File: config.mk
export PLATFORM = sky130hd
export DESIGN_NAME = ex_div
export DESIGN_NICKNAME = d
export VERILOG_FILES = /design/src/rtl/cpu_div_pkg.sv /design/src/rtl/div_step.sv /design/src/rtl/ex_div.sv
export SDC_FILE = /design/constraint.sdc
export NUM_CORES = 1
export LEC_CHECK = 0
export CAP_MARGIN = 20
export CORE_ASPECT_RATIO = 0.7
export CORE_MARGIN = 1
export CORE_UTILIZATION = 35
export DETAILED_ROUTE_END_ITERATION = 16
export SLEW_MARGIN = 20
export SYNTH_ARGS = -nofsm -noshare
export SYNTH_HDL_FRONTEND = slang
export SYNTH_SLANG_ARGS = --single-unit
File: constraint.sdc
create_clock -name clk_i -period 16.6 [get_ports clk_i]
set_clock_uncertainty 0.1 [all_clocks]
set_input_delay 1.66 -clock clk_i [delete_from_list [all_inputs] [get_ports clk_i]]
set_output_delay 1.66 -clock clk_i [all_outputs]
set_load 0.01 [all_outputs]
File: src/rtl/cpu_div_pkg.sv
// Shared types and constants for the EX-stage divider.
package cpu_div_pkg;

    typedef enum logic [1:0] {
        IDLE,
        DIV_BY_ZERO,
        ON,
        END
    } div_state_t;

    localparam int DIV_CNT_W    = 6;
    localparam int DIV_ITER     = 32;
    localparam int DIV_RESULT_W = 64;

endpackage

File: src/rtl/div_step.sv
// One radix-2 restoring step: trial-subtract the divisor from the shifted partial remainder.
module div_step #(
    parameter int DATA_W = 32
) (
    input  logic [DATA_W:0]   partial_rem,
    input  logic [DATA_W-1:0] divisor,
    output logic [DATA_W-1:0] next_rem,
    output logic              quot_bit
);

    logic [DATA_W:0] diff;

    // The partial remainder is always below twice the divisor, so the top
    // bit of the difference is a reliable borrow/sign indicator.
    always_comb begin
        diff     = partial_rem - {1'b0, divisor};
        quot_bit = ~diff[DATA_W];
        next_rem = quot_bit ? diff[DATA_W-1:0] : partial_rem[DATA_W-1:0];
    end

endmodule

File: src/rtl/ex_div.sv
// Iterative radix-2 restoring divider (DIV/DIVU) producing {remainder, quotient}.
// Optional divide-by-zero flag output enabled with DIV_ZERO_FLAG_EN.
module ex_div
    import cpu_div_pkg::*;
#(
    parameter int DATA_W = DIV_ITER
) (
    input  logic                clk_i,
    input  logic                rst_i,
    input  logic                signed_div_i,
    input  logic [DATA_W-1:0]   opdata1_i,
    input  logic [DATA_W-1:0]   opdata2_i,
    input  logic                start_i,
    input  logic                annul_i,
    output logic [2*DATA_W-1:0] result_o,
    output logic                ready_o,
    output logic                stall_o
`ifdef DIV_ZERO_FLAG_EN
    ,
    output logic                divzero_o
`endif
);

    localparam int                CNT_W    = $clog2(DATA_W) + 1;
    localparam logic [CNT_W-1:0] CNT_LAST = CNT_W'(DATA_W);

    div_state_t          state_q, state_n;
    logic [CNT_W-1:0]    cnt_q, cnt_n;
    logic [DATA_W-1:0]   quo_q, quo_n;
    logic [DATA_W-1:0]   rem_q, rem_n;
    logic [DATA_W-1:0]   divisor_q, divisor_n;
    logic                signed_q, signed_n;
    logic                sign1_q, sign1_n;
    logic                sign2_q, sign2_n;
    logic                ready_n;
    logic [2*DATA_W-1:0] result_n;

    logic [DATA_W-1:0]   step_rem;
    logic                step_bit;
    logic [DATA_W-1:0]   quo_fix;
    logic [DATA_W-1:0]   rem_fix;

`ifdef DIV_ZERO_FLAG_EN
    logic divzero_n;
`endif

    function automatic logic [DATA_W-1:0] abs_op(input logic [DATA_W-1:0] v, input logic s);
        return (s && v[DATA_W-1]) ? -v : v;
    endfunction

    // The quotient register starts out holding the dividend; its MSB feeds the
    // partial remainder while quotient bits fill in from the LSB.
    div_step #(
        .DATA_W(DATA_W)
    ) u_div_step (
        .partial_rem ({rem_q, quo_q[DATA_W-1]}),
        .divisor     (divisor_q),
        .next_rem    (step_rem),
        .quot_bit    (step_bit)
    );

    assign quo_fix = (signed_q && (sign1_q ^ sign2_q)) ? -quo_q : quo_q;
    assign rem_fix = (signed_q && sign1_q) ? -rem_q : rem_q;

    assign stall_o = start_i & ~ready_o;

    // NOTE: every signal assigned here gets a default first, otherwise paths
    // that skip an assignment would infer latches.
    always_comb begin
        state_n   = state_q;
        cnt_n     = cnt_q;
        quo_n     = quo_q;
        rem_n     = rem_q;
        divisor_n = divisor_q;
        signed_n  = signed_q;
        sign1_n   = sign1_q;
        sign2_n   = sign2_q;
        ready_n   = ready_o;
        result_n  = result_o;
`ifdef DIV_ZERO_FLAG_EN
        divzero_n = divzero_o;
`endif

        if (annul_i) begin
            state_n  = IDLE;
            cnt_n    = '0;
            ready_n  = 1'b0;
            result_n = '0;
`ifdef DIV_ZERO_FLAG_EN
            divzero_n = 1'b0;
`endif
        end else begin
            unique case (state_q)
                IDLE: begin
                    if (start_i) begin
                        if (opdata2_i == '0) begin
                            state_n = DIV_BY_ZERO;
                        end else begin
                            state_n   = ON;
                            cnt_n     = '0;
                            quo_n     = abs_op(opdata1_i, signed_div_i);
                            divisor_n = abs_op(opdata2_i, signed_div_i);
                            rem_n     = '0;
                            signed_n  = signed_div_i;
                            sign1_n   = opdata1_i[DATA_W-1];
                            sign2_n   = opdata2_i[DATA_W-1];
                        end
                    end
                end
                DIV_BY_ZERO: begin
                    state_n  = END;
                    ready_n  = 1'b1;
                    result_n = '0;
`ifdef DIV_ZERO_FLAG_EN
                    divzero_n = 1'b1;
`endif
                end
                ON: begin
                    if (cnt_q == CNT_LAST) begin
                        state_n  = END;
                        ready_n  = 1'b1;
                        result_n = {rem_fix, quo_fix};
                    end else begin
                        rem_n = step_rem;
                        quo_n = {quo_q[DATA_W-2:0], step_bit};
                        cnt_n = cnt_q + 1'b1;
                    end
                end
                END: begin
                    // Result is held while EX keeps start_i high during a stall.
                    if (!start_i) begin
                        state_n  = IDLE;
                        ready_n  = 1'b0;
                        result_n = '0;
`ifdef DIV_ZERO_FLAG_EN
                        divzero_n = 1'b0;
`endif
                    end
                end
                default: state_n = IDLE;
            endcase
        end
    end

    // NOTE: state registers use non-blocking assignments so every flop samples
    // the pre-edge values regardless of statement order.
    always_ff @(posedge clk_i or posedge rst_i) begin
        if (rst_i) begin
            state_q   <= IDLE;
            cnt_q     <= '0;
            quo_q     <= '0;
            rem_q     <= '0;
            divisor_q <= '0;
            signed_q  <= 1'b0;
            sign1_q   <= 1'b0;
            sign2_q   <= 1'b0;
            ready_o   <= 1'b0;
            result_o  <= '0;
`ifdef DIV_ZERO_FLAG_EN
            divzero_o <= 1'b0;
`endif
        end else begin
            state_q   <= state_n;
            cnt_q     <= cnt_n;
            quo_q     <= quo_n;
            rem_q     <= rem_n;
            divisor_q <= divisor_n;
            signed_q  <= signed_n;
            sign1_q   <= sign1_n;
            sign2_q   <= sign2_n;
            ready_o   <= ready_n;
            result_o  <= result_n;
`ifdef DIV_ZERO_FLAG_EN
            divzero_o <= divzero_n;
`endif
        end
    end

endmodule

==> reports/qor.yml <==
timing:
  finalSetupTns_ps: 0
  drv_slew: 0
  fin_ws_ps: 11640
  fmax_mhz: 202
  max_slew_margin_pct: 26.1
  worst_pin_slew_ps: 1110
  fin_crit_sh_pct: 29.9
  setup_viol: 0
  rsz0062_at_grt: "no"
  finalHoldViolations: 0
  min_period_ps: 4960
setup_path:
  critPathKind: "in2reg"
  setup.worst_path.start_class: "input pin"
  critPathArrivalTime_ps: 5220
  cp_num_buf_inv: 2
  slowest_stage: "buf_4"
  critical_path.max_fanout: 96
  crit_chain: "clkdlybuf4s50_1, nor4_1, nor4b_2, nand4b_1, o41ai_4, a21oi_2, nand2_2, or2_2, buf_4, a211oi_1, a21oi_1"
  cp-end-kind: "flop"
  cpLargestDelayFamily: "simple AND/OR/NAND/NOR gates"
  max_stage_delay_ps: 710
  required_ps: 16860
yosys:
  synth_top_area_share_pct: 37.7
  synth_edf_count: 0
  synth_nets: 1495
  yosysSeqAreaShare_pct: 37.7
  synth_area_sq_um: 11400
  ys_seq_elements: 172
  synth.largest_area_cell: "dfrtp_1"
  synth_warnings: 0
  synthCells: 1383
  synth-main-ff-cell: "dfrtp_1"
  synth_area_per_cell_sq_um: 8.25
  ys_async_sr_fraction_pct: 100
  ys_top_cells_by_area: "dfrtp_1 38%, nand2_1 7.0%, xor2_1 5.8%, a21oi_1 5.0%, o21ai_0 4.9%"
  ys_types: 59
cts:
  cts_sinks: 172
  cts_hold_buf: 0
  root_buffer: "clkbuf_16"
  h-tree-depth: 4
  ctsResizeCount: 0
  cts_setup_buffers: 0
  clkSlewWorstSetupHoldPaths_ps: 70
  cts_buffers: 17
  clk_path_buf_depth: 2
  clock_latency_ps: 440
  cts_tree: "built"
detailed_routing:
  routedWlPerCell_microns: 17.2
  wirelength_mm: 32.7
  via_per_inst: 5.34
  drcViolationCount: 0
  drt-pass1-iter-count: 5
  drt_iter0_drc: 687
  antenna_left: 0
  num_vias: 10156
power:
  p_int_mw: 1.10
  pwr-share-comb_pct: 46.5
  clock_power_share_pct: 19.9
  worst_ir_drop_vdd_mv: 0.0952
  power_mw: 1.95
  sw_frac_of_total_pct: 43.4
  pwr-share-seq_pct: 33.7
  power.switching_mw: 0.845
  power_leakage_nw: 5.57
  p_per_area_nw_per_um2: 143
final_layout:
  post-route-util_pct: 42.9
  layout.nets: 1582
  area_growth_pct: 19.1
  final_common_cell: "nand2_1"
  num_antenna_cells: 0
  num-fill-cells: 3184
  post_route_cells_drive_above_1_share_pct: 3.92
  mostFrequentLayoutCells: "213 x nand2_1, 172 x dfrtp_1, 134 x clkdlybuf4s50_1"
floorplanning:
  initial_core_util_pct: 36.1
  fp-row-count: 54
  fp.coreArea_sq_um: 31600
  die_h_microns: 153
  io_pins: 135
  die_w_microns: 218
  die_area_sq_um: 33300
placement:
  gp_congestion: 0.864
  dpl.hpwl_mm: 24.7
  port_buffers: 134
  dp_slack_ps: 11160
run_status:
  outcome: "finished clean"
global_route:
  antenna_found_initial: 1
  grt_use_total_pct: 20.0
  overflow: 0
  grt_pass1_wl_mm: 52.5
  grt_max_degree: 97
  grt_pass1_vias: 9397
flow_run:
  max_cap_viol_count: 0
worst_hold_path:
  min_path_type: "reg2reg"
power groups by stage:
stage,combinational (mW),clock [mW],sequential (mW)
global placement,0.890,0,0.657
finish,0.905,0.387,0.656
detailed placement,0.902,0,0.662
global route,1.01,0.414,0.672
floorplan,0.625,0,0.637
CTS,0.906,0.397,0.654
logic make-up after synthesis:
| group | Yosys count | share of synthesized area (%) |
|---|---|---|
| flops | 172 | 37.7 |
| xor+xnor | 140 | 10.8 |
| fa+ha+maj | 43 | 4.78 |
| buf+inv | 135 | 4.97 |
| mux | 18 | 1.63 |
| compound gates | 399 | 21.3 |
| simple gates | 476 | 18.8 |
per-stage QoR:
step | hold slack (ps) | std cells | cell area, sq um
2_1_floorplan | 385 | 1383 | 11400
4_1_cts | 384 | 1901 | 13600
5_1_grt | 408 | 1901 | 13600
6_report | 374 | 1901 | 13600
3_3_place_gp | 362 | 1871 | 13000
3_5_place_dp | 369 | 1871 | 13000
synth_stat cells (all sizes together), types with 27 or more instances:
library cell	number
nor3	27
clkbuf	51
nand3	39
dfrtp	172
nand2	215
a21oi	114
inv	60
o21ai	151
xor2	76
ha	42
o31ai	37
xnor2	64
nor2	97
registers in the layout (all words and copies together) (netlist names), 2 cells and up:
| signal | count |
|---|---|
| result_o | 64 |
| divisor_q | 32 |
| quo_q | 32 |
| rem_q | 32 |
| cnt_q | 6 |
| state_q | 2 |
worst reg2reg max path, delay by kind of cell (launching register included):
kind	cells	cell delay, ps
compound gates	8	2240
fa+ha+maj	2	660
buf+inv	1	420
flops	1	460
simple gates	2	310
worst paths after layout:
kind,startpoint,to,slack (ps),cells past startpoint
max in group asynchronous,rst_i,divisor_q[15],13630,3
worst max-delay path,opdata2_i[6],quo_q[31],11640,11
worst max register to register,divisor_q[0],rem_q[13],12290,13
worst min-delay path,result_o[24],result_o[24],370,2
min in group asynchronous,rst_i,result_o[15],1510,2
worst min register to register,result_o[24],result_o[24],370,2
routing by layer:
layer | up-vias | part of all wire (%) | global-route usage (%)
li1 | 5051 | - | -
met1 | 4805 | 55 | 32.5
met2 | 277 | 39 | 26.3
met3 | 23 | 5.8 | 4.00
met4 | 0 | 0.99 | 4.46
met5 | - | 0 | 0
final cells by class:
class	count	area [sq um]	area share, %
multi-input cells	1076	6560	48.3
repair buffers	143	1410	10.4
clock buffers	18	439	3.23
flip-flops and latches	172	4300	31.7
clock inverters	12	115	0.848
inverters	60	230	1.70
well taps	420	526	3.87
No activity file was read; power rests on OpenSTA's default activity.
